$ cat config.mk
export PLATFORM = sky130hd
export DESIGN_NAME = usb_cmd_parser
export DESIGN_NICKNAME = d
export VERILOG_FILES = /design/src/rtl/nnoc_cmd_pkg.sv /design/src/rtl/nnoc_byte_timer.sv /design/src/rtl/usb_cmd_parser.sv
export SDC_FILE = /design/constraint.sdc
export NUM_CORES = 1
export LEC_CHECK = 0
export ABC_AREA = 1
export BUFFER_PORTS_ARGS = -buffer_cell sky130_fd_sc_hd__buf_2
export CAP_MARGIN = 20
export CORE_UTILIZATION = 25
export DETAILED_ROUTE_END_ITERATION = 8
export SYNTH_ARGS = -nofsm -noshare
export SYNTH_HDL_FRONTEND = slang
export SYNTH_SLANG_ARGS = --single-unit
$ cat constraint.sdc
create_clock -name clk -period 5.13 [get_ports clk]
set_input_delay 0.513 -clock clk [delete_from_list [all_inputs] [get_ports clk]]
set_output_delay 0.513 -clock clk [all_outputs]
set_load 0.03 [all_outputs]
$ cat src/rtl/nnoc_cmd_pkg.sv
// Shared definitions for the USB command parser: opcodes, response bytes, FSM states.
// Latency: n/a (definitions only).
// Backpressure: n/a.
package nnoc_cmd_pkg;

    typedef enum logic [7:0] {
        OP_WRITE = 8'h01,
        OP_READ  = 8'h02,
        OP_PING  = 8'h03
    } opcode_t;

    localparam logic [7:0] ACK_BYTE      = 8'h06;
    localparam logic [7:0] NAK_BYTE      = 8'h15;
    localparam logic [7:0] DEF_SYNC_BYTE = 8'hA5;

    typedef enum logic [3:0] {
        ST_IDLE,
        ST_OPC,
        ST_ADDR_H,
        ST_ADDR_L,
        ST_LEN,
        ST_PAYLOAD,
        ST_CHK,
        ST_RESP,
        ST_RD_REQ,
        ST_RD_WAIT,
        ST_RD_SEND
    } state_t;

    // True for the three opcodes the parser executes; everything else is NAKed.
    function automatic logic opc_known(input logic [7:0] b);
        return (b == OP_WRITE) || (b == OP_READ) || (b == OP_PING);
    endfunction

endpackage

$ cat src/rtl/nnoc_byte_timer.sv
// Inter-byte idle timer: counts enabled cycles since the last clear, flags LIMIT idle cycles.
// Latency: expired is combinational from the count; count clears one cycle after clr/!en.
// Backpressure: none; clr wins over expiry so a byte arriving on the deadline is kept.
// Ports: clk, rst_n, clr (byte accepted), en (inside a frame), expired (abort request).
module nnoc_byte_timer #(
    parameter int unsigned LIMIT = 480000
) (
    input  logic clk,
    input  logic rst_n,
    input  logic clr,
    input  logic en,
    output logic expired
);

    localparam int unsigned W = $clog2(LIMIT + 1);

    logic [W-1:0] cnt;

    // cnt holds the number of idle cycles already elapsed; this cycle is the LIMIT-th.
    assign expired = en && !clr && (cnt == W'(LIMIT - 1));

    always_ff @(posedge clk or negedge rst_n) begin
        if (!rst_n) begin
            cnt <= '0;
        end else if (clr || !en || expired) begin
            cnt <= '0;
        end else begin
            cnt <= cnt + W'(1);
        end
    end

endmodule

$ cat src/rtl/usb_cmd_parser.sv
// Framed command parser: SYNC OPC ADDR_H ADDR_L LEN payload CHK -> byte memory writes/reads, ACK/NAK reply.
// Latency: write strobe one cycle after each payload byte; response the cycle after CHK; read bytes every >=3 cycles.
// Backpressure: rx_ready drops in response/read states; tx_valid/tx_data hold until tx_ready.
// Ports: rx_* byte stream in, tx_* byte stream out, mem_* byte memory port, busy, frame_err pulse.
module usb_cmd_parser
    import nnoc_cmd_pkg::*;
#(
    parameter int unsigned ADDR_WIDTH     = 16,
    parameter int unsigned TIMEOUT_CYCLES = 480000,
    parameter logic [7:0]  SYNC_BYTE      = DEF_SYNC_BYTE
) (
    input  logic                  clk,
    input  logic                  rst_n,
    input  logic [7:0]            rx_data,
    input  logic                  rx_valid,
    output logic                  rx_ready,
    output logic [7:0]            tx_data,
    output logic                  tx_valid,
    input  logic                  tx_ready,
    output logic [ADDR_WIDTH-1:0] mem_addr,
    output logic [7:0]            mem_wdata,
    output logic                  mem_we,
    output logic                  mem_re,
    input  logic [7:0]            mem_rdata,
    output logic                  busy,
    output logic                  frame_err
);

    state_t                  state;
    logic                    rdy_en;    // keeps rx_ready low while reset is asserted
    logic [7:0]              opc;
    logic [7:0]              chk;
    logic [7:0]              addr_h;
    logic [7:0]              cnt;       // payload bytes left (WRITE) or read bytes left (READ)
    logic [ADDR_WIDTH-1:0]   cur_addr;
    logic                    nak;
    logic                    rx_fire;
    logic                    tx_fire;
    logic                    in_frame;
    logic                    timed_out;

    assign rx_fire  = rx_valid && rx_ready;
    assign tx_fire  = tx_valid && tx_ready;
    assign in_frame = state inside {ST_OPC, ST_ADDR_H, ST_ADDR_L, ST_LEN, ST_PAYLOAD, ST_CHK};
    assign rx_ready = rdy_en && (in_frame || (state == ST_IDLE));
    assign busy     = (state != ST_IDLE);

    nnoc_byte_timer #(
        .LIMIT (TIMEOUT_CYCLES)
    ) u_timer (
        .clk     (clk),
        .rst_n   (rst_n),
        .clr     (rx_fire),
        .en      (in_frame),
        .expired (timed_out)
    );

    always_ff @(posedge clk or negedge rst_n) begin
        if (!rst_n) begin
            state     <= ST_IDLE;
            rdy_en    <= 1'b0;
            opc       <= '0;
            chk       <= '0;
            addr_h    <= '0;
            cnt       <= '0;
            cur_addr  <= '0;
            nak       <= 1'b0;
            tx_data   <= '0;
            tx_valid  <= 1'b0;
            mem_addr  <= '0;
            mem_wdata <= '0;
            mem_we    <= 1'b0;
            mem_re    <= 1'b0;
            frame_err <= 1'b0;
        end else begin
            rdy_en    <= 1'b1;
            mem_we    <= 1'b0;
            mem_re    <= 1'b0;
            frame_err <= 1'b0;

            if (timed_out) begin
                // Silent abort: no reply, partial writes already issued stay.
                state     <= ST_IDLE;
                frame_err <= 1'b1;
            end else begin
                case (state)
                    ST_IDLE: begin
                        if (rx_fire && (rx_data == SYNC_BYTE)) state <= ST_OPC;
                    end
                    ST_OPC: begin
                        if (rx_fire) begin
                            opc   <= rx_data;
                            chk   <= rx_data;
                            state <= ST_ADDR_H;
                        end
                    end
                    ST_ADDR_H: begin
                        if (rx_fire) begin
                            addr_h <= rx_data;
                            chk    <= chk ^ rx_data;
                            state  <= ST_ADDR_L;
                        end
                    end
                    ST_ADDR_L: begin
                        if (rx_fire) begin
                            cur_addr <= ADDR_WIDTH'({addr_h, rx_data});
                            chk      <= chk ^ rx_data;
                            state    <= ST_LEN;
                        end
                    end
                    ST_LEN: begin
                        if (rx_fire) begin
                            cnt   <= rx_data;
                            chk   <= chk ^ rx_data;
                            state <= ((opc == OP_WRITE) && (rx_data != 8'd0)) ? ST_PAYLOAD : ST_CHK;
                        end
                    end
                    ST_PAYLOAD: begin
                        if (rx_fire) begin
                            // Writes go out before the checksum is known.
                            mem_we    <= 1'b1;
                            mem_addr  <= cur_addr;
                            mem_wdata <= rx_data;
                            cur_addr  <= cur_addr + ADDR_WIDTH'(1);
                            cnt       <= cnt - 8'd1;
                            chk       <= chk ^ rx_data;
                            if (cnt == 8'd1) state <= ST_CHK;
                        end
                    end
                    ST_CHK: begin
                        if (rx_fire) begin
                            if (!opc_known(opc) || (chk != rx_data)) begin
                                frame_err <= 1'b1;
                                tx_data   <= NAK_BYTE;
                                nak       <= 1'b1;
                            end else begin
                                tx_data   <= ACK_BYTE;
                                nak       <= 1'b0;
                            end
                            tx_valid <= 1'b1;
                            state    <= ST_RESP;
                        end
                    end
                    ST_RESP: begin
                        if (tx_fire) begin
                            tx_valid <= 1'b0;
                            if (!nak && (opc == OP_READ) && (cnt != 8'd0)) begin
                                // mem_re is registered, so it is high during RD_REQ.
                                mem_re   <= 1'b1;
                                mem_addr <= cur_addr;
                                state    <= ST_RD_REQ;
                            end else begin
                                state <= ST_IDLE;
                            end
                        end
                    end
                    ST_RD_REQ: begin
                        state <= ST_RD_WAIT;
                    end
                    ST_RD_WAIT: begin
                        tx_data  <= mem_rdata;
                        tx_valid <= 1'b1;
                        state    <= ST_RD_SEND;
                    end
                    ST_RD_SEND: begin
                        if (tx_fire) begin
                            tx_valid <= 1'b0;
                            cnt      <= cnt - 8'd1;
                            cur_addr <= cur_addr + ADDR_WIDTH'(1);
                            if (cnt == 8'd1) begin
                                state <= ST_IDLE;
                            end else begin
                                mem_re   <= 1'b1;
                                mem_addr <= cur_addr + ADDR_WIDTH'(1);
                                state    <= ST_RD_REQ;
                            end
                        end
                    end
                    default: state <= ST_IDLE;
                endcase
            end
        end
    end

endmodule

Word level (Yosys, flattened, before mapping)
Index checks and enable logic that the tools add are counted.

Input port bits: 20. Output and inout port bits: 38. Word-level logic and storage cells: 153. Flip-flop bits (word level): 109.

Reductions and logical operators: 43. Bitwise logic cells: 2. Add/sub/neg operators: 3. Equal/unequal tests: 38. Mux-type cells: 51.

Operator list (number): 16-bit two-way mux (8); 16-bit case mux with 3 select lines (2); 4-bit two-way mux (13); 4-bit case mux with 11 select lines (1); 8-bit two-way mux (5); 8-bit case mux with 2 select lines (2); 3-bit by 2-bit inequality test with 1-bit output (second input constant) (8); 8-bit case mux with 3 select lines (1); 19-bit by 1-bit adder with 19-bit output (second input constant) (1); 19-bit equality test (second input constant) (1); 19-bit two-way mux (1); 2-bit inequality test (second input constant) (9); 16-bit by 1-bit adder with 16-bit output (second input constant) (1); 4-bit by 3-bit equality test with 1-bit output (second input constant) (4); 8-bit by 1-bit equality test with 1-bit output (second input constant) (2); 8-bit by 2-bit equality test with 1-bit output (second input constant) (2); 8-bit nonzero test (2); 3-bit AND reduction (5); 1-bit two-way mux (14); 4-bit equality test (second input constant) (3); 3-bit nonzero test (4); 10-bit AND reduction (1); 5-bit AND reduction (2); 1-bit logical AND (9); other kinds (23) (36).

Depth between registers and ports, before layout
Gate-level depths: netlist of run 1.

Word-level depth: 10. Mapped depth: 14. Depth with buffers taken out: 12.

Hierarchy
A second synthesis of run 1 with hierarchy kept.

Cell total of the unflattened synthesis: 856. Area total of the unflattened synthesis: 6217.2 µm².

By module, submodules not included: usb_cmd_parser (times used 1, area each 5101.1 µm², sequential area each 2252.2 µm², cells an instance 710); nnoc_byte_timer (times used 1, area each 1116.1 µm², sequential area each 475.5 µm², cells an instance 146).

Worst setup path after synthesis of run 1
Ideal clock, no wire load.

Path type: register to register. Start point: reg u_timer.cnt[0]. End point: reg mem_addr[11]. Setup time: 118 ps. Required time: 5012 ps. Cell stages (with the launch flop): 10. Slack: 3323 ps. Buffers on the path: 1. Arrival time: 1690 ps. Clock period less this slack: 1807 ps. Cells stage by stage: dfrtp_1 -> ha_1 -> nand3_1 -> nor3_1 -> nand3_2 -> nor2_4 -> nor2_8 -> buf_2 -> nand3_1 -> nand2_1.

Word-level cells in the longest chain between the ends: 4.

Ends and longest elaborated chain: start: declaration (RTL line nnoc_byte_timer.sv:17) `logic [W-1:0] cnt;`; start signal: assignment (RTL line nnoc_byte_timer.sv:28) `cnt <= cnt + W'(1);`; 19-bit equality test (RTL line nnoc_byte_timer.sv:20) `assign expired = en && !clr && (cnt == W'(LIMIT - 1));`; 1-bit logical AND (RTL line nnoc_byte_timer.sv:20); 1-bit inverter (no source line); 7-bit AND reduction (no source line); end signal: assignment (RTL line usb_cmd_parser.sv:122) `mem_addr <= cur_addr;`; end signal: assignment (RTL line usb_cmd_parser.sv:150) `mem_addr <= cur_addr;`; end signal: assignment (RTL line usb_cmd_parser.sv:174) `mem_addr <= cur_addr + ADDR_WIDTH'(1);`; end: declaration (RTL line usb_cmd_parser.sv:20) `output logic [ADDR_WIDTH-1:0] mem_addr,`.

Every way passes these cells. A chain may end at the register's enable or synchronous reset.

Worst setup path in the final report of run 1
Start point: reg state[1]. End point: reg cnt[7].

Word-level cells in the longest chain between the ends: 10. Elaborated cells between the ends (all ways): 22. Those cells by class: eq/ne (10); mux (1); bitwise (1); reduce/logical (10).

Ends and longest elaborated chain: start: declaration (RTL line usb_cmd_parser.sv:29) `state_t state;`; start signal: assignment (RTL line usb_cmd_parser.sv:115) `state <= ((opc == OP_WRITE) && (rx_data != 8'd0)) ? ST_PAYLOAD : ST_CHK;`; 4-bit by 1-bit equality test with 1-bit output, or another cell as far along (RTL line usb_cmd_parser.sv:44) `assign in_frame = state inside {ST_OPC, ST_ADDR_H, ST_ADDR_L, ST_LEN, ST_PAYLOAD, ST_CHK};`; 6-bit nonzero test (RTL line usb_cmd_parser.sv:44); 1-bit logical OR (RTL line usb_cmd_parser.sv:45) `assign rx_ready = rdy_en && (in_frame || (state == ST_IDLE));`; 1-bit logical AND (RTL line usb_cmd_parser.sv:45); 1-bit logical AND (RTL line usb_cmd_parser.sv:42) `assign rx_fire = rx_valid && rx_ready;`; 1-bit logical NOT (RTL line nnoc_byte_timer.sv:20); 1-bit logical AND (2 in series) (RTL line nnoc_byte_timer.sv:20); 1-bit inverter (no source line); 5-bit AND reduction (no source line); end signal: assignment (RTL line usb_cmd_parser.sv:113) `cnt <= rx_data;`; end signal: assignment (RTL line usb_cmd_parser.sv:125) `cnt <= cnt - 8'd1;`; end signal: assignment (RTL line usb_cmd_parser.sv:168) `cnt <= cnt - 8'd1;`; end: declaration (RTL line usb_cmd_parser.sv:34) `logic [7:0] cnt;`.

Several ways; a longest one is shown, not always the timed one.

==> metrics.md, run 1 <==
| Metric | Value |
|---|---|
| Status | `finished, final reports clean` |
| Leak Pwr | `3.49 nW` |
| CTS Hold Bufs | `0` |
| Syn avg cell area | `7.18 um2` |
| Layout fillers | `2,604` |
| Arr. time, crit path | `2.80 ns` |
| Worst slew margin | `42.1%` |
| Routability cong. | `0.914` |
| Synth cell types | `37` |
| Worst setup skew after layout | `0.0138 ns` |
| Tcrit/Tclk final | `50.0%` |
| Worst hold slack | `0.272 ns` |
| Seq. cell area | `0.00273 mm2` |
| Drt first-iter violations | `420` |
| Sum Neg Setup Slack | `0 ns` |
| Worst Tran Pin Value | `0.868 ns` |
| Synth top area share | `44.5%` |
| CTS max path bufs | `2` |
| Seq/Total Area, Yosys | `44.5%` |
| Dpl cells | `1,208` |
| Reg clk slew, reported paths | `0.08 ns` |
| Antenna Nets Post-Route | `0` |
| Max FO, Critical Path | `20` |
| Number of global-route vias before repair | `5,063` |
| Syn_nets | `878` |
| Clk sinks | `109` |
| Post-Syn Area | `0.00613 mm2` |
| WS Path Type | `flop to flop` |
| Initial Utilization | `25.8%` |
| Drt drc | `0` |
| Yosys warns | `0` |
| Routed len/inst | `13.1 um` |
| Max_cap viols | `0` |
| Final setup fails | `0` |
| Finished Layout Cells | `1,226` |
| P&R area growth vs syn | `14.3%` |
| Peak supply drop | `205 uV` |
| Core ar. | `0.0238 mm2` |
| Final Hold Fails | `0` |
| Clk_lat worst skew | `0.36 ns` |
| Most frequent cells in the layout | `324 x nand2_1, 109 x dfrtp_1, 93 x nor2_1, 69 x inv_1, 63 x o21ai_0` |
| Die area | `0.0251 mm2` |
| Area of the multi-input gates | `0.00299 mm2` |
| Detailed Place HPWL | `12,000 um` |
| Tmin final | `2.56 ns` |
| Power per cell area | `520 mW/mm2` |
| Die Y | `159 um` |
| GRT Overall Usage | `13.3%` |
| DRT Pass-1 Iters | `5` |
| Initial antenna violation count | `1` |
| Chip Width | `159 um` |
| Port buffer count | `57` |
| RSZ-0062 raised after global routing | `false` |
| First-pass GRT wire length | `25,900 um` |
| Routed vias | `5,482` |
| Crit path setup slack, layout | `2.57 ns` |
| DP Worst Slack | `2.61 ns` |
| Hold WC Path Type | `input port to async pin` |
| Fin util | `29.5%` |
| Gate Count Post-Synth | `853` |
| Crit start category | `flop` |
| Setup Buffers After CTS | `0` |
| Vias per Instance | `4.47` |
| TritonCTS clock tree | `built` |
| Io pins | `58` |
| Number of H-tree levels | `3` |
| Worst Path Required | `5.37 ns` |
| Top cells by area, synth | `dfrtp_1 45%, nand2_1 20%, nor2_1 5.7%, o21ai_0 5.1%, nand3_1 5.1%` |
| Most common cell after layout, fill and taps aside | `nand2_1` |
| CP endpoint kind | `flop` |
| Total CTS buffers | `9` |
| Fin nets | `925` |
| Final Max Slew Viols | `0` |
| WL final | `16,000 um` |
| Num rows | `56` |
| CTS root buffer | `clkbuf_16` |
| Grt total ovfl | `0` |
| Highest clock rate | `390 MHz` |
| Cell taking the most area after synthesis | `dfrtp_1` |
| CTS-repair resized insts | `0` |
| Ratio of cells with drive above 1 in the final layout | `11.7%` |
| Largest net degree at the start of global routing | `68` |
| #FFs+latches synth | `109` |
==> logic make-up after synthesis <==
family,share of synthesized area [%]
AO/OA/AOI/OAI,7.82
XOR/XNOR,3.00
adder cells (fa/ha/maj),1.02
buffers and inverters,6.66
flip-flops,44.5
multiplexers,0.327
other,0.0612
AND/OR/NAND/NOR,36.6
==> cell type report <==
cell class,count,area share (%)
multi-input cells,646,42.7
flip-flops and latches,109,38.9
well taps,319,5.70
repair buffers,58,4.22
inverters,76,4.07
clock buffers,9,3.22
clock inverters,7,1.05
diodes,2,0.0715
==> per-layer routing <==
metal | up-vias | wire (um) | global-route usage (%)
met4 | 0 | 254 | 3.98
met5 | - | 0 | 0
met1 | 2553 | 7410 | 16.9
met3 | 20 | 756 | 3.13
li1 | 2789 | - | -
met2 | 120 | 7600 | 22.2
==> per-stage QoR <==
| stage | instance area (um2) | power (mW) |
|---|---|---|
| 2_1_floorplan | 6130 | 2.54 |
| 3_3_place_gp | 6700 | 2.94 |
| 3_5_place_dp | 6700 | 2.95 |
| 4_1_cts | 7000 | 3.68 |
| 5_1_grt | 7000 | 3.95 |
| 6_report | 7000 | 3.64 |
==> flip-flops by register name, summed over array words and instances (netlist names) <==
name / count
rdy_en: 1
mem_we: 1
tx_valid: 1
frame_err: 1
mem_re: 1
cnt: 8
tx_data: 8
mem_wdata: 8
mem_addr: 16
nak: 1
state: 4
addr_h: 8
cur_addr: 16
u_timer.cnt: 19
opc: 8
chk: 8
==> Yosys cell counts <==
| cell | count |
|---|---|
| nand2_1 | 324 |
| dfrtp_1 | 109 |
| nor2_1 | 93 |
| inv_1 | 69 |
| o21ai_0 | 63 |
| nand3_1 | 62 |
| xor2_1 | 15 |
| nor3_1 | 14 |
| buf_2 | 11 |
| nand2_2 | 8 |
| nand4_1 | 8 |
| a21oi_1 | 7 |
| clkbuf_1 | 7 |
| inv_2 | 7 |
| o211ai_1 | 7 |
| xnor2_1 | 6 |
| ha_1 | 5 |
| nor2_2 | 4 |
| nor2_4 | 4 |
| buf_6 | 3 |
| nand3_2 | 3 |
| nor3b_1 | 3 |
| a21boi_0 | 2 |
| a21o_1 | 2 |
| mux2i_1 | 2 |
| nand2_4 | 2 |
| o21ai_1 | 2 |
| o21bai_1 | 2 |
| a31oi_1 | 1 |
| buf_4 | 1 |
| conb_1 | 1 |
| nand3_4 | 1 |
| nand3b_1 | 1 |
| nor2_8 | 1 |
| o21ai_2 | 1 |
| o22ai_1 | 1 |
| or2_2 | 1 |
==> worst max-delay path: stages, from the launching register on <==
cell	delay (ns)
dfrtp_1	0.48
nand2_1	0.18
nor2_4	0.45
inv_1	0.42
nand2_1	0.14
nand2_1	0.07
nor2_2	0.40
inv_1	0.13
nand2_1	0.08
o21ai_0	0.07
==> path summary, 6_finish.rpt <==
path                               from      endpoint  slack, ns  cells past startpoint
hold reg to reg             mem_addr[4]   mem_addr[4]       0.47                      2
max in group asynchronous         rst_n    tx_data[7]       3.75                      2
hold / removal                    rst_n  cur_addr[14]       0.27                      1
setup reg to reg               state[1]        cnt[7]       2.57                      9
min in group clk           mem_rdata[5]    tx_data[5]       0.35                      3
setup / recovery               state[1]        cnt[7]       2.57                      9
==> report_power, final <==
group / total [mW] / switching [mW] / leakage [nW] / internal (mW)
combinational: 1.50 / 1.03 / 1.94 / 0.471
clock: 0.707 / 0.360 / 0.147 / 0.346
sequential: 1.43 / 0.271 / 1.40 / 1.16
Power figures use the tool's default switching activity.
==> run 2, diff against run 1 <==
--- a/config.mk
+++ b/config.mk
@@ -5,7 +5,7 @@
 export SDC_FILE = /design/constraint.sdc
 export NUM_CORES = 1
 export LEC_CHECK = 0
-export ABC_AREA = 1
+export ABC_AREA = 0
 export BUFFER_PORTS_ARGS = -buffer_cell sky130_fd_sc_hd__buf_2
 export CAP_MARGIN = 20
 export CORE_UTILIZATION = 25
==> constraint.sdc (replaced) <==
create_clock -name clk -period 2.1 [get_ports clk]
set_input_delay 0.21 -clock clk [delete_from_list [all_inputs] [get_ports clk]]
set_output_delay 0.21 -clock clk [all_outputs]
set_load 0.03 [all_outputs]
==> run 2 against run 1 <==
The run now ends with DRC left. Cell count fell by 23%. Routed wire length fell by 11%. Global-route usage fell by 0.69 points. Fmax rose by 24%. Sequential cell count did not move. Count of clock-buffer cells in the layout rose by 1. Die area fell by 6.1%. Sequential power rose to 2.6 times the previous value. Largest power group is now registers.
==> metrics.md, run 2 <==
| Metric | Value |
|---|---|
| Tcrit/Tclk final | `98.1% (+48 points)` |
| Routability cong. | `0.843 (-7.7%)` |
| Grt total ovfl | `0 (unchanged)` |
| Gate Count Post-Synth | `580 (-32%)` |
| Dpl cells | `929 (-23%)` |
| #FFs+latches synth | `109 (unchanged)` |
| Die area | `0.0236 mm2 (-6.1%)` |
| Power Total | `9.03 mW (+150%)` |
| Hold WC Path Type | `input port to flop` |
| Number of global-route vias before repair | `4,354 (-14%)` |
| TritonCTS clock tree | `built` |
| Worst Path Required | `2.34 ns (-3.03 ns)` |
| Layout fillers | `2,346 (-9.9%)` |
| Grt met1 use | `17.9% (+1.0 points)` |
| Max reg flops | `19 (unchanged)` |
| Fin util | `31.0% (+1.5 points)` |
| Worst slew margin | `58.6% (+16 points)` |
| WL final | `14,300 um (-11%)` |
| Number of H-tree levels | `3 (unchanged)` |
| Status | `complete, but fails checks` |
| Fin nets | `681 (-26%)` |
| Detailed Place HPWL | `10,300 um (-15%)` |
| Max FO, Critical Path | `16 (-20%)` |
| Syn_nets | `605 (-31%)` |
| # diodes | `0 (-2)` |
| Clk_lat worst skew | `0.36 ns (about the same)` |
| Syn avg cell area | `9.91 um2 (+38%)` |
| P&R area growth vs syn | `21.8%` |
| Highest clock rate | `485 MHz (+24%)` |
| EDFF count, synth | `0 (unchanged)` |
| Max_cap viols | `0 (unchanged)` |
| Peak supply drop | `468 uV (+130%)` |
| Reg clk slew, reported paths | `0.07 ns (about the same)` |
| Initial Utilization | `25.5% (-0.32 points)` |
| GR peak layer | `met2` |
| Vias per Instance | `4.77 (+6.7%)` |
| Yosys warns | `0 (unchanged)` |
| CP endpoint kind | `flop` |
| Final instance area | `0.00700 mm2 (unchanged)` |
| CTS max path bufs | `2 (unchanged)` |
| Post-Syn Area | `0.00575 mm2 (-6.2%)` |
| Post-DP Area | `0.00662 mm2 (-1.2%)` |
| Area of the multi-input gates | `0.00288 mm2 (-3.8%)` |
| Final setup fails | `0 (unchanged)` |
| Most flop-heavy register | `u_timer.cnt` |
| Met2 usage | `19.1% (-3.1 points)` |
| Die Y | `154 um (-3.1%)` |
| Antenna Nets Post-Route | `0 (unchanged)` |
| Most common cell after layout, fill and taps aside | `dfrtp_1` |
| Most frequent cells in the layout | `107 x dfrtp_1, 57 x nand2_1, 56 x buf_2, 54 x nor2_1, 39 x buf_4` |
| Leak Pwr | `3.00 nW (-14%)` |
| Power per cell area | `1290 mW/mm2 (+150%)` |
| Core ar. | `0.0226 mm2 (-5.0%)` |
| Worst reg-to-reg setup slack | `0.04 ns (-2.53 ns)` |
| Top flop regs | `u_timer.cnt (19), cur_addr (16), mem_addr (16)` |
| Worst setup skew after layout | `0.0160 ns (+0.00224 ns)` |
| Setup Buffers After CTS | `0 (unchanged)` |
| Post-synth top cells | `109 x dfrtp_1, 57 x nand2_1, 54 x nor2_1` |
| Sum Neg Setup Slack | `0 ns (unchanged)` |
| Crit start category | `flop` |
| Chip Width | `154 um (-3.1%)` |
| CTS root buffer | `clkbuf_16` |
| Synth top area share | `47.4% (+2.9 points)` |
| Io pins | `58 (unchanged)` |
| Seq/Total Area, Yosys | `47.4% (+2.9 points)` |
| Total CTS buffers | `9 (unchanged)` |
| Failing checks | `DRC` |
| Num rows | `55 (-1.8%)` |
| GRT Overall Usage | `12.6% (-0.69 points)` |
| FFs w/ async S/R, synth | `100% (unchanged)` |
| Drt first-iter violations | `403 (-4.0%)` |
| Met3 global-route usage | `2.37% (-0.76 points)` |
| Routed vias | `4,512 (-18%)` |
| Tmin final | `2.06 ns (-0.504 ns)` |
| Initial antenna violation count | `0 (-1)` |
| DRT Pass-1 Iters | `7 (+2)` |
| First-pass GRT wire length | `23,700 um (-8.3%)` |
| Clk sinks | `109 (unchanged)` |
| Cell taking the most area after synthesis | `dfrtp_1` |
| Worst Tran Pin Value | `0.616 ns (-0.253 ns)` |
| Final Hold Fails | `0 (unchanged)` |
| Final Max Slew Viols | `0 (unchanged)` |
| RSZ-0062 raised after global routing | `true` |
| Synth cell types | `62 (+68%)` |
| Largest net degree at the start of global routing | `60 (-12%)` |
| Arr. time, crit path | `2.30 ns (-0.50 ns)` |
| Drt drc | `2 (+2)` |
| Finished Layout Cells | `946 (-23%)` |
| Most frequent cell after synthesis | `dfrtp_1` |
| Top cells by area, synth | `dfrtp_1 47%, mux2_2 7.4%, xnor2_1 4.1%, nand2_1 3.7%, nor2_1 3.5%` |
| Seq. cell area | `0.00273 mm2 (about the same)` |
| WS Path Type | `flop to flop` |
| Port buffer count | `57 (unchanged)` |
| Routed len/inst | `15.1 um (+16%)` |
| Ratio of cells with drive above 1 in the final layout | `25.1% (+13 points)` |
| Post-synth top flop | `dfrtp_1` |
==> run 2: changes by cell type after synthesis, sizes merged, moves of 10 or more <==
cell / change
nor4: +10
nand3: -39
mux2: +48
nor2: -48
clkbuf: +13
o22a: +11
inv: -63
o21ai: -41
a21oi: +24
xnor2: +21
nand2: -277
==> run 2: routing by layer <==
metal / wire length, um / vias to the layer above
met5: 0 / -
met1: 7140 / 2180
met2: 6480 / 91
met4: 119 / 0
li1: - / 2232
met3: 535 / 9
==> run 2: stage by stage <==
step                setup WS, ns  hold WS [ns]
floorplan                 0.0248       -0.0856
global placement          0.0234        0.0880
detailed placement        0.0465        0.0911
CTS                       0.0140        0.0360
global route             -0.0235        0.0610
finish                    0.0398        0.0532
==> run 2: power breakdown <==
group / leakage, nW / switching [mW] / internal, mW
Combinational: 1.50 / 2.03 / 1.58
Clock: 0.150 / 0.815 / 0.948
Sequential: 1.35 / 0.738 / 2.92
Total: 3.00 / 3.58 / 5.45
==> run 2: logic make-up after synthesis <==
logic type / share of synthesized area [%]
other: 0.0652
muxes: 11.0
and+or+nand+nor: 18.4
adders and majority gates: 1.09
AOI/OAI and AO/OA: 12.1
buffers and inverters: 3.61
DFF: 47.4
xor gates and xnor gates: 6.25
==> run 2: cell type report <==
cell class	instances	share of cell area, %
timing repair buffer	101	9.76
inverter	13	0.697
sequential	109	39.0
clock buffer	10	3.27
tap	285	5.09
clock inverter	6	1.09
multi-input combinational	422	41.1
==> run 2: final timing paths <==
check / start / to / cells after the start
max: opc[0] / mem_addr[2] / 6
min: mem_rdata[2] / tx_data[2] / 3
max reg2reg: opc[0] / mem_addr[2] / 6
min reg2reg: mem_addr[8] / mem_addr[8] / 1
max in group asynchronous: rst_n / state[0] / 3
min in group asynchronous: rst_n / mem_addr[9] / 2
==> run 2: what timing repair did <==
item / 4_1_cts / 5_1_grt
endpoints found under the setup margin: 0 / 27
endpoints found under the hold margin: 14 / 0
resized for setup: 0 / 12
hold buffers: 1 / 0
==> run 2: worst max-delay path, stage by stage (launching register included) <==
cell and delay (ns):
dfrtp_1 0.41, nand4b_1 0.17, or3_4 0.36, nor4_4 0.26, o2111a_1 0.25, buf_12 0.16, mux2_2 0.34
==> run 3, diff against run 2 <==
--- a/config.mk
+++ b/config.mk
@@ -8,8 +8,9 @@
 export ABC_AREA = 0
 export BUFFER_PORTS_ARGS = -buffer_cell sky130_fd_sc_hd__buf_2
 export CAP_MARGIN = 20
-export CORE_UTILIZATION = 25
+export CORE_UTILIZATION = 54
 export DETAILED_ROUTE_END_ITERATION = 8
+export PLACE_DENSITY = 0.77
 export SYNTH_ARGS = -nofsm -noshare
 export SYNTH_HDL_FRONTEND = slang
 export SYNTH_SLANG_ARGS = --single-unit
==> run 3 against run 2 <==
The run now ends clean. Setup slack lost 0.030 ns. Hold slack lost 0.029 ns. Routed wire length shrank 8.7%. Via count grew 3.7%. Non-clock buffer count shrank 1. Global-route usage grew 12 points. Total power shrank 5.0%. Sequential share of layout area grew 1.6 points. Cell count shrank 16%. Die area shrank 53%. Fmax shrank 1.4%. Critical path depth is the same. Critical endpoint is now mem_addr[7].
==> metrics.md, run 3 (same netlist as run 2, synthesis figures left out) <==
| Metric | Value |
|---|---|
| Crit-path cells | `buf_4 -> nand4bb_2 -> nand2_2 -> o2111a_2 -> buf_12 -> mux2_1` |
| Fin util | `65.1% (+34 points)` |
| Routability cong. | `0.895 (+6.1%)` |
| Antenna Nets Post-Route | `0 (unchanged)` |
| Max FO, Critical Path | `17 (+1)` |
| Worst path buffer plus inverter count | `2 (+1)` |
| Final instance area | `0.00672 mm2 (-4.0%)` |
| Arr. time, crit path | `2.37 ns (+0.07 ns)` |
| Final Max Slew Viols | `0 (unchanged)` |
| Final setup fails | `0 (unchanged)` |
| Hold Path Depth | `3 (unchanged)` |
| Detailed Place HPWL | `9260 um (-9.7%)` |
| Worst reg-to-reg setup slack | `0.01 ns (-0.03 ns)` |
| Initial antenna violation count | `0 (unchanged)` |
| Clk sinks | `109 (unchanged)` |
| WL final | `13,000 um (-8.7%)` |
| Most frequent cells in the layout | `109 x dfrtp_1, 55 x nand2_1, 55 x buf_2, 54 x nor2_1, 39 x buf_4` |
| Io pins | `58 (unchanged)` |
| Ratio of cells with drive above 1 in the final layout | `26.2% (+1.1 points)` |
| Top flop regs | `u_timer.cnt (19), cur_addr (16), mem_addr (16)` |
| Status | `finished, final reports clean` |
| Die area | `0.0111 mm2 (-53%)` |
| Total CTS buffers | `9 (unchanged)` |
| Worst slew margin | `56.9% (-1.7 points)` |
| Initial Utilization | `55.7% (+30 points)` |
| Number of global-route vias before repair | `4,694 (+7.8%)` |
| RSZ-0062 raised after global routing | `true` |
| Fin nets | `680 (-0.15%)` |
| Die Y | `105 um (-32%)` |
| Hold Crit Start | `mem_rdata[7]` |
| # diodes | `0 (unchanged)` |
| CP endpoint kind | `flop` |
| First-pass GRT wire length | `22,000 um (-7.2%)` |
| Routed vias | `4,681 (+3.7%)` |
| Max reg flops | `19 (unchanged)` |
| Largest net degree at the start of global routing | `56 (-6.7%)` |
| Vias per Instance | `5.88 (+23%)` |
| Tmin final | `2.09 ns (+0.0296 ns)` |
| Drt drc | `0 (-2)` |
| Clk_lat worst skew | `0.38 ns (+0.02 ns)` |
| Peak supply drop | `654 uV (+40%)` |
| Num rows | `37 (-33%)` |
| P&R area growth vs syn | `16.9%` |
| Worst setup skew after layout | `0.00969 ns (-0.00631 ns)` |
| Hold EP | `tx_data[7]` |
| CTS root buffer | `clkbuf_8` |
| Leak Pwr | `2.95 nW (-1.7%)` |
| Routed len/inst | `16.4 um (+8.5%)` |
| Grt total ovfl | `0 (unchanged)` |
| Hold WC Path Type | `input port to flop` |
| Final Hold Fails | `0 (unchanged)` |
| Worst Path Required | `2.38 ns (+0.04 ns)` |
| Max_cap viols | `0 (unchanged)` |
| WS Path Type | `flop to flop` |
| Core ar. | `0.0103 mm2 (-54%)` |
| R2r startpoint | `state[2]` |
| Highest clock rate | `479 MHz (-1.4%)` |
| Setup Buffers After CTS | `0 (unchanged)` |
| DP Worst Slack | `-0.0702 ns (-0.117 ns)` |
| Number of H-tree levels | `3 (unchanged)` |
| Reg clk slew, reported paths | `0.11 ns (+0.04 ns)` |
| Crit start category | `flop` |
| Reg2reg path depth | `6 (unchanged)` |
| Chip Width | `105 um (-32%)` |
| Power per cell area | `1280 mW/mm2 (-1.0%)` |
| Largest stage delay on the critical path | `0.42 ns (about the same)` |
| R2r endpoint | `mem_addr[7]` |
| Crit path max-delay cell type | `dfrtp_1` |
| DRT Pass-1 Iters | `5 (-2)` |
| Tcrit/Tclk final | `99.5% (+1.4 points)` |
| Port buffer count | `57 (unchanged)` |
| CP top delay family | `simple AND/OR/NAND/NOR gates` |
| Post-DP Area | `0.00639 mm2 (-3.4%)` |
| Most flop-heavy register | `u_timer.cnt` |
| Worst Tran Pin Value | `0.640 ns (+0.0246 ns)` |
| Power Total | `8.57 mW (-5.0%)` |
| Drt first-iter violations | `286 (-29%)` |
| TritonCTS clock tree | `built` |
| Sum Neg Setup Slack | `0 ns (unchanged)` |
| Most common cell after layout, fill and taps aside | `dfrtp_1` |
| CTS max path bufs | `2 (unchanged)` |
| Crit path setup slack, layout | `0.0102 ns (-0.0296 ns)` |
| GRT Overall Usage | `24.8% (+12 points)` |
[run 3: cell types whose count changed in the layout (fill, tap and decap cells not counted), moves of 2 or more]
cell,delta
nand4bb_1,-2
nand4bb_2,+2
clkbuf_16,-8
dfrtp_2,-2
nand2_1,-2
dfrtp_1,+2
clkbuf_8,+10
nand2_2,+2
buf_12,-2
[run 3: timing repair]
item | in CTS | in global routing
pin swaps | 0 | 1
cloned | 0 | 1
gates resized for setup | 4 | 19
hold endpoints to repair | 39 | 0
hold buffers | 1 | 0
endpoints found under the setup margin | 19 | 33
[run 3: cell type report]
class | count | area (um2)
clock buffer | 10 | 138
clock inverter | 6 | 51.3
fill | 807 | 3600
inverter | 13 | 48.8
multi-input combinational | 422 | 2910
sequential | 109 | 2730
tap | 136 | 170
timing repair buffer | 100 | 674
[run 3: worst max path at each step]
stage	slack, ns	depth (start not counted)	startpoint	to
after floorplan	0.02	7	state[3]	mem_addr[7]
after global placement	-0.04	6	opc[3]	mem_addr[15]
after detailed placement	-0.07	6	opc[3]	mem_addr[7]
after CTS	0.004	6	state[3]	mem_addr[7]
after global routing	-0.05	7	state[2]	mem_addr[9]
final	0.01	6	state[2]	mem_addr[7]
[run 3: metrics by stage]
stage	cells	hold slack, ns
final	796	0.0243
after global placement	778	0.238
after floorplan	580	-0.0856
after global routing	796	0.0358
after CTS	795	0.0186
after detailed placement	778	0.252
[run 3: power breakdown]
group | internal [mW] | leakage (nW) | switching, mW
Combinational | 1.63 | 1.49 | 2.10
Clock | 0.486 | 0.0996 | 0.757
Sequential | 2.91 | 1.35 | 0.690
Total | 5.02 | 2.95 | 3.55
[run 3: routing by layer]
| metal | part of all wire [%] | vias up | track usage (%) |
|---|---|---|---|
| met5 | 0 | - | 0 |
| li1 | - | 2219 | - |
| met3 | 3.5 | 28 | 3.31 |
| met4 | 2.4 | 0 | 10.4 |
| met1 | 46 | 2314 | 32.9 |
| met2 | 49 | 120 | 41.0 |
[run 3: worst min-delay path, cell delays in order]
cell and delay, ns:
buf_2 0.07, nand2_1 0.03, o21ai_0 0.05
